--- src/rtl/fir_mac_seq.sv ---
`default_nettype none
//==============================================================================
// Module : fir_mac_seq
// Desc   : Sequential single-multiplier FIR MAC. Snapshots the delay line on
//          start, accumulates one tap per cycle, rounds/shifts/saturates.
// Rev    : 1.0  initial release
//==============================================================================
module fir_mac_seq #(
  parameter int NUM_TAPS    = 10,
  parameter int DATA_WIDTH  = 16,
  parameter int COEFF_WIDTH = 16,
  parameter int FRAC_BITS   = 15,
  parameter int ROUND_EN    = 1,
  localparam int ADDR_WIDTH = (NUM_TAPS > 1) ? $clog2(NUM_TAPS) : 1
) (
  input  logic                               iClk_12M,
  input  logic                               iRsn,
  input  logic                               iStart,
  input  logic [NUM_TAPS*DATA_WIDTH-1:0]     iDelay,
  input  logic signed [COEFF_WIDTH-1:0]      iCoeff,
  output logic [ADDR_WIDTH-1:0]              oCoeffAddr,
  output logic                               oBusy,
  output logic                               oValid,
  output logic signed [DATA_WIDTH-1:0]       oMac,
  output logic                               oSat,
  output logic                               oDrop
);

  localparam int PROD_WIDTH = DATA_WIDTH + COEFF_WIDTH;
  localparam int ACC_WIDTH  = PROD_WIDTH + $clog2(NUM_TAPS);
  localparam int EXT_WIDTH  = ACC_WIDTH + 1;

  localparam logic [ADDR_WIDTH-1:0]       c_last = ADDR_WIDTH'(NUM_TAPS - 1);
  localparam logic signed [EXT_WIDTH-1:0] c_half = EXT_WIDTH'(1) << (FRAC_BITS - 1);
  localparam logic signed [EXT_WIDTH-1:0] c_max  =
    {{(EXT_WIDTH-DATA_WIDTH+1){1'b0}}, {(DATA_WIDTH-1){1'b1}}};
  localparam logic signed [EXT_WIDTH-1:0] c_min  =
    {{(EXT_WIDTH-DATA_WIDTH+1){1'b1}}, {(DATA_WIDTH-1){1'b0}}};

  typedef enum logic [1:0] {
    S_IDLE = 2'd0,
    S_RUN  = 2'd1,
    S_DONE = 2'd2
  } state_t;

  state_t                         r_state;
  state_t                         w_state_nxt;
  logic                           w_busy;
  logic signed [DATA_WIDTH-1:0]   w_taps [NUM_TAPS];
  logic signed [DATA_WIDTH-1:0]   r_snap [NUM_TAPS];
  logic signed [ACC_WIDTH-1:0]    r_acc;
  logic [ADDR_WIDTH-1:0]          r_addr;
  logic signed [PROD_WIDTH-1:0]   w_prod;
  logic signed [ACC_WIDTH-1:0]    w_prod_ext;
  logic signed [EXT_WIDTH-1:0]    w_rnd;
  logic signed [EXT_WIDTH-1:0]    w_shift;
  logic signed [DATA_WIDTH-1:0]   w_mac;
  logic                           w_sat;
  logic signed [DATA_WIDTH-1:0]   r_mac;
  logic                           r_sat;
  logic                           r_valid;
  logic                           r_drop;

  generate
    for (genvar gi = 0; gi < NUM_TAPS; gi++) begin : g_tap
      assign w_taps[gi] = iDelay[DATA_WIDTH*(gi+1)-1 : DATA_WIDTH*gi];
    end
  endgenerate

  always_ff @(posedge iClk_12M or negedge iRsn) begin
    if (!iRsn) r_state <= S_IDLE;
    else       r_state <= w_state_nxt;
  end

  always_comb begin
    w_state_nxt = r_state;
    w_busy      = 1'b0;
    case (r_state)
      S_IDLE: if (iStart) w_state_nxt = S_RUN;
      S_RUN: begin
        w_busy = 1'b1;
        if (r_addr == c_last) w_state_nxt = S_DONE;
      end
      S_DONE: begin
        w_busy      = 1'b1;
        w_state_nxt = S_IDLE;
      end
      default: w_state_nxt = S_IDLE;
    endcase
  end

  // Full-precision product, sign-extended into the accumulator width
  assign w_prod     = PROD_WIDTH'(r_snap[r_addr]) * PROD_WIDTH'(iCoeff);
  assign w_prod_ext = ACC_WIDTH'(w_prod);

  always_comb begin
    w_rnd   = EXT_WIDTH'(r_acc) + ((ROUND_EN != 0) ? c_half : '0);
    w_shift = w_rnd >>> FRAC_BITS;
    w_mac   = w_shift[DATA_WIDTH-1:0];
    w_sat   = 1'b0;
    if (w_shift > c_max) begin
      w_mac = c_max[DATA_WIDTH-1:0];
      w_sat = 1'b1;
    end else if (w_shift < c_min) begin
      w_mac = c_min[DATA_WIDTH-1:0];
      w_sat = 1'b1;
    end
  end

  always_ff @(posedge iClk_12M or negedge iRsn) begin
    if (!iRsn) begin
      for (int i = 0; i < NUM_TAPS; i++) r_snap[i] <= '0;
      r_acc   <= '0;
      r_addr  <= '0;
      r_mac   <= '0;
      r_sat   <= 1'b0;
      r_valid <= 1'b0;
      r_drop  <= 1'b0;
    end else begin
      r_valid <= 1'b0;
      r_drop  <= iStart && w_busy;
      case (r_state)
        S_IDLE: begin
          if (iStart) begin
            for (int i = 0; i < NUM_TAPS; i++) r_snap[i] <= w_taps[i];
            r_acc  <= '0;
            r_addr <= '0;
          end
        end
        S_RUN: begin
          r_acc  <= r_acc + w_prod_ext;
          r_addr <= (r_addr == c_last) ? '0 : r_addr + ADDR_WIDTH'(1);
        end
        S_DONE: begin
          r_mac   <= w_mac;
          r_sat   <= w_sat;
          r_valid <= 1'b1;
          r_addr  <= '0;
        end
        default: r_addr <= '0;
      endcase
    end
  end

  assign oCoeffAddr = r_addr;
  assign oBusy      = w_busy;
  assign oValid     = r_valid;
  assign oMac       = r_mac;
  assign oSat       = r_sat;
  assign oDrop      = r_drop;

endmodule
`default_nettype wire

--- config.mk ---
export PLATFORM = sky130hd
export DESIGN_NAME = fir_mac_seq
export DESIGN_NICKNAME = d
export VERILOG_FILES = /design/src/rtl/fir_mac_seq.sv
export SDC_FILE = /design/constraint.sdc
export NUM_CORES = 1
export LEC_CHECK = 0
export CAP_MARGIN = 20
export CORE_MARGIN = 4
export CORE_UTILIZATION = 50
export DETAILED_ROUTE_END_ITERATION = 8
export GPL_ROUTABILITY_DRIVEN = 0
export PLACE_DENSITY_LB_ADDON = 0.12
export SYNTH_ARGS = -nofsm -noshare
export SYNTH_HDL_FRONTEND = slang
export SYNTH_SLANG_ARGS = --single-unit
export TNS_END_PERCENT = 50
--- constraint.sdc ---
create_clock -name iClk_12M -period 10.1 [get_ports iClk_12M]
set_input_delay 3.03 -clock iClk_12M [delete_from_list [all_inputs] [get_ports iClk_12M]]
set_output_delay 3.03 -clock iClk_12M [all_outputs]
set_load 0.02 [all_outputs]
Word level (Yosys, flattened, before mapping)
Index checks and enable logic that the tools add are counted.

Register bits: 221. Input port bits: 179. Output and inout port bits: 24.

Add/sub/neg operators: 3. $mul: 1. Magnitude comparators: 3. Eq/ne operators: 5. Mux-type cells: 17. Bitwise operators: 1. Reductions and logical operators: 7.

Operators with widths (count): 36-bit case mux with 2 select lines (1); 16-bit binary-select mux with 4-bit select (1); 16-bit 2-to-1 mux (4); 36-bit by 16-bit adder with 37-bit output, second input constant (1); 36-bit by 32-bit adder with 36-bit output (1); 36-bit 2-to-1 mux (1); 16-bit by 16-bit multiplier with 32-bit output (1); 22-bit by 16-bit greater-than comparator with 1-bit output, second input constant (1); 22-bit by 16-bit less-than comparator with 1-bit output, second input constant (1); 4-bit 2-to-1 mux (2); 4-bit case mux with 2 select lines (1); 2-bit AND reduction (3); 5-bit >= comparator, second input constant (1); 4-bit inverter with 5-bit output (1); 4-bit by 1-bit adder with 4-bit output, second input constant (1); 4-bit == test, second input constant (1); 1-bit 2-to-1 mux (4); 2-bit 2-to-1 mux (2); 2-bit inequality test, second input constant (2); 2-bit case mux with 2 select lines (1); 2-bit by 1-bit == test with 1-bit output, second input constant (1); 2-bit == test, second input constant (1); 2-bit zero test (1); 2-bit nonzero test (1); 2 further kinds (2).

Depth between registers and ports, before layout
Gate-level depths: netlist (run 1).

Depth after elaboration: 7. Gate-level depth with buffers: 29. Gate-level depth less buffers: 25.

Worst setup path before layout (run 1)
Ideal clock, no wire load.

Path kind: input -> register. From: input iCoeff[7]. To: register r_acc[28]. Arrival time: 8.441 ns. Setup slack: 1.528 ns. Stages on the path: 22. Path through: clkbuf_1 -> nand2_1 -> fa_1 -> inv_1 -> fa_1 -> inv_1 -> fa_1 -> inv_1 -> fa_1 -> fa_1 -> inv_1 -> fa_1 -> inv_1 -> ha_1 -> a211oi_1 -> o21ai_0 -> a32oi_1 -> o31ai_4 -> o41ai_2 -> o21ai_1 -> xnor2_1 -> o21ai_1.

Cells in the longest elaborated chain, start to end: 3.

Ends and longest elaborated chain: start: declaration (RTL line 20) `input logic signed [COEFF_WIDTH-1:0] iCoeff,`; 16-bit by 16-bit multiplier with 32-bit output (RTL line 93) `assign w_prod = PROD_WIDTH'(r_snap[r_addr]) * PROD_WIDTH'(iCoeff);`; 36-bit by 32-bit adder with 36-bit output (RTL line 131) `r_acc <= r_acc + w_prod_ext;`; 36-bit case mux with 2 select lines (RTL line 122) `case (r_state)`; end signal: assignment (RTL line 131); end: declaration (RTL line 51) `logic signed [ACC_WIDTH-1:0] r_acc;`.

No other way between the ends. A chain may end at the register's enable or synchronous reset.

Final worst setup path (run 1)
From: input iCoeff[9]. To: register r_acc[32].

The elaborated chain is that of the path after synthesis.

==> flow_summary.ini, run 1 <==
[sta]
rsz0062_at_grt = no
period_needed_ns = 9.167
timing.final.crit_share_pct = 90.76
fin_skew_ns = 0.03655
slew_viol_final = 0
tns_ns = 0
timing.fmax_mhz = 109.1
setup_viol = 0
hold_violations = 0
relSlewSlack_pct = 30.20
tightest_slew_ns = 1.047

[critical_path]
crit_path_start_kind = input pin
cp-end-kind = register
path_class = input pin to register
worstPathMaxFanout = 16
crit_required_ns = 10.52
arrival_ns = 9.58

[detailed_routing]
final_antenna_net_count = 0
wl_per_cell_um = 19.20
drt_drc_violations_left = 0
vias_per_cell = 5.220
routed_wl_um = 53970
dr.first_iter.drc_count = 747
first_pass_iters = 5
vias = 14670

[grt]
overflow = 0
track_usage_pct = 23.90
grt_max_degree = 79
grt_first_pass_wirelength_um = 89300
grt_pass1_vias = 16380
grt_antenna_before_repair = 15

[placed_design]
hpwl_um = 43510
portBuffers = 202

[cts]
clk_pin_slew_ns = 0.07
cts_made_buffers = 24
cts_setup_buffers = 0
clk_latency_ns = 0.55
cts.repair.resized = 0
cts_tree = done
hold_buffers = 0
clockBufferDepth = 3
clock-sinks = 221
cts_htree_levels = 1
cts_root_buffer = clkbuf_16

[finish]
layout_common_cells = inv_1, fa_1, dfrtp_1
area_growth_pct = 16.64
layout-drive-gt1-share_pct = 14.07
final_common_cell = inv_1
fin_nets = 2806

[floorplanning]
row_count = 76
fp.dieArea_um2 = 46800
core_area_um2 = 42980
die-height_um = 216.3
io_pins = 203
initial_utilization_pct = 50.49
die_w_um = 216.3

[logic_synthesis]
synth-edff-count = 0
avgSynthCellArea_um2 = 10.77
synth_area_um2 = 21700
synth_cells = 2015
synth.largest_area_cell = fa_1
synth_area_leaders = fa_1, dfrtp_1, mux2_2, inv_1, ha_1
async_flop_share_pct = 100.0
synth_top_cell_area_share_pct = 28.96
ys.flop_type = dfrtp_1
yosys_warnings = 0
synth_nets = 2621
synth_cell_types = 63
yosys_register_bits = 221
synth-seq-area-share_pct = 25.48

[run]
maxCapViolCount = 0

[status]
status = completed

[worst_hold_path]
min_path_type = register to register
## cell usage after synthesis, drive strengths merged (2+ instances only)
cell      n
nor2     55
mux2    178
a21oi    37
o21ai    46
ha      113
nor2b     3
o31ai     6
a21o     14
nand4     6
a211o     2
o31a      2
nor3     11
fa      314
nand3    14
a221oi   15
o21bai    4
xor2     24
and3      6
nand2b    6
and2    131
inv     398
nand2   190
mux4     32
a32oi     3
o211ai    3
xnor2    29
dfrtp   221
a31oi     6
mux2i     3
o311ai    2
buf      31
o22a     14
a211oi    5
o21a      7
a22o      7
o41ai     2
and4      3
clkbuf   57
o221ai    3
## final cells by class
| cell class | count | area, µm² |
|---|---|---|
| Inverter | 398 | 1494 |
| Timing Repair Buffer | 247 | 2405 |
| Antenna cell | 8 | 20.02 |
| Multi-Input combinational cell | 1308 | 14330 |
| Clock buffer | 28 | 625.6 |
| Sequential cell | 221 | 5532 |
| Fill cell | 3666 | 17670 |
| Clock inverter | 16 | 180.2 |
| Tap cell | 585 | 732.0 |
## kinds of logic (layout without fill, tap and decap cells)
kind of cell | Yosys count | count (layout) | synth area share (%)
flops | 221 | 221 | 25.48
xor+xnor | 53 | 53 | 2.139
buf+inv | 486 | 689 | 8.601
compound gates | 185 | 185 | 6.123
other cells | 0 | 8 | 0
mux | 213 | 213 | 12.69
simple gates | 430 | 430 | 9.484
fa+ha+maj | 427 | 427 | 35.48
## registers in the layout (all words and copies together) (netlist names)
signal,count
oCoeffAddr,4
oMac,16
oSat,1
r_snap,160
r_state,2
oDrop,1
oValid,1
r_acc,36
## final timing paths
path | startpoint | endpoint | slack, ns | cells past startpoint
setup / recovery | iCoeff[9] | r_acc[32] | 0.93 | 22
hold / removal | r_acc[11] | r_acc[11] | 0.49 | 2
setup reg to reg | oCoeffAddr[0] | r_acc[32] | 1.62 | 23
hold reg to reg | r_acc[11] | r_acc[11] | 0.49 | 2
max in group asynchronous | iRsn | oCoeffAddr[0] | 6.20 | 2
min in group asynchronous | iRsn | r_snap[137] | 2.44 | 1
## stage by stage
| step | cells | instance area [µm²] | util, % | worst slack, ns | hold WS (ns) |
|---|---|---|---|---|---|
| final | 2811 | 25310 | 58.90 | 0.9331 | 0.4857 |
| after global routing | 2810 | 25310 | 58.89 | 0.5879 | 0.5141 |
| after CTS | 2801 | 25250 | 58.75 | 0.9545 | 0.4936 |
| after detailed placement | 2757 | 24450 | 56.88 | 0.4034 | 0.4765 |
| after global placement | 2756 | 24430 | 56.83 | 0.5237 | 0.4742 |
| after floorplan | 2015 | 21700 | - | 1.528 | 0.4551 |
## worst max-delay path, stage by stage
cell	delay [ns]
clkdlybuf4s50_1	0.88
nand2_1	0.16
fa_1	0.52
inv_1	0.05
fa_1	0.49
inv_1	0.05
fa_1	0.52
inv_1	0.06
fa_1	0.44
fa_1	0.58
inv_1	0.08
fa_1	0.54
inv_1	0.04
ha_1	0.37
a211oi_1	0.28
o21ai_0	0.17
a32oi_1	0.31
o31ai_4	0.15
o41ai_2	0.44
o41ai_2	0.16
xnor2_1	0.16
o21ai_1	0.07
## metal layers
metal  up-vias  routed length (µm)  track usage, %  share of wire [%]
met1      7525               23820           33.25                 44
met3        62                3434           5.230                6.4
met4        12                 806           4.929                1.5
li1       6724                   -               -                  -
met2       351               25830           39.21                 48
met5         -                  79               0               0.15
Power of run 1 is not shown: default switching activity piles up to over one toggle a cycle in this logic, so the estimate is an artifact.
==> run 2, diff against run 1 <==
Settings changed: SLEW_MARGIN set to 0.
==> results of run 2 <==
No change in the layout: final DEF, timing and power equal those of run 1.
Power of run 2 is left out for the same reason.
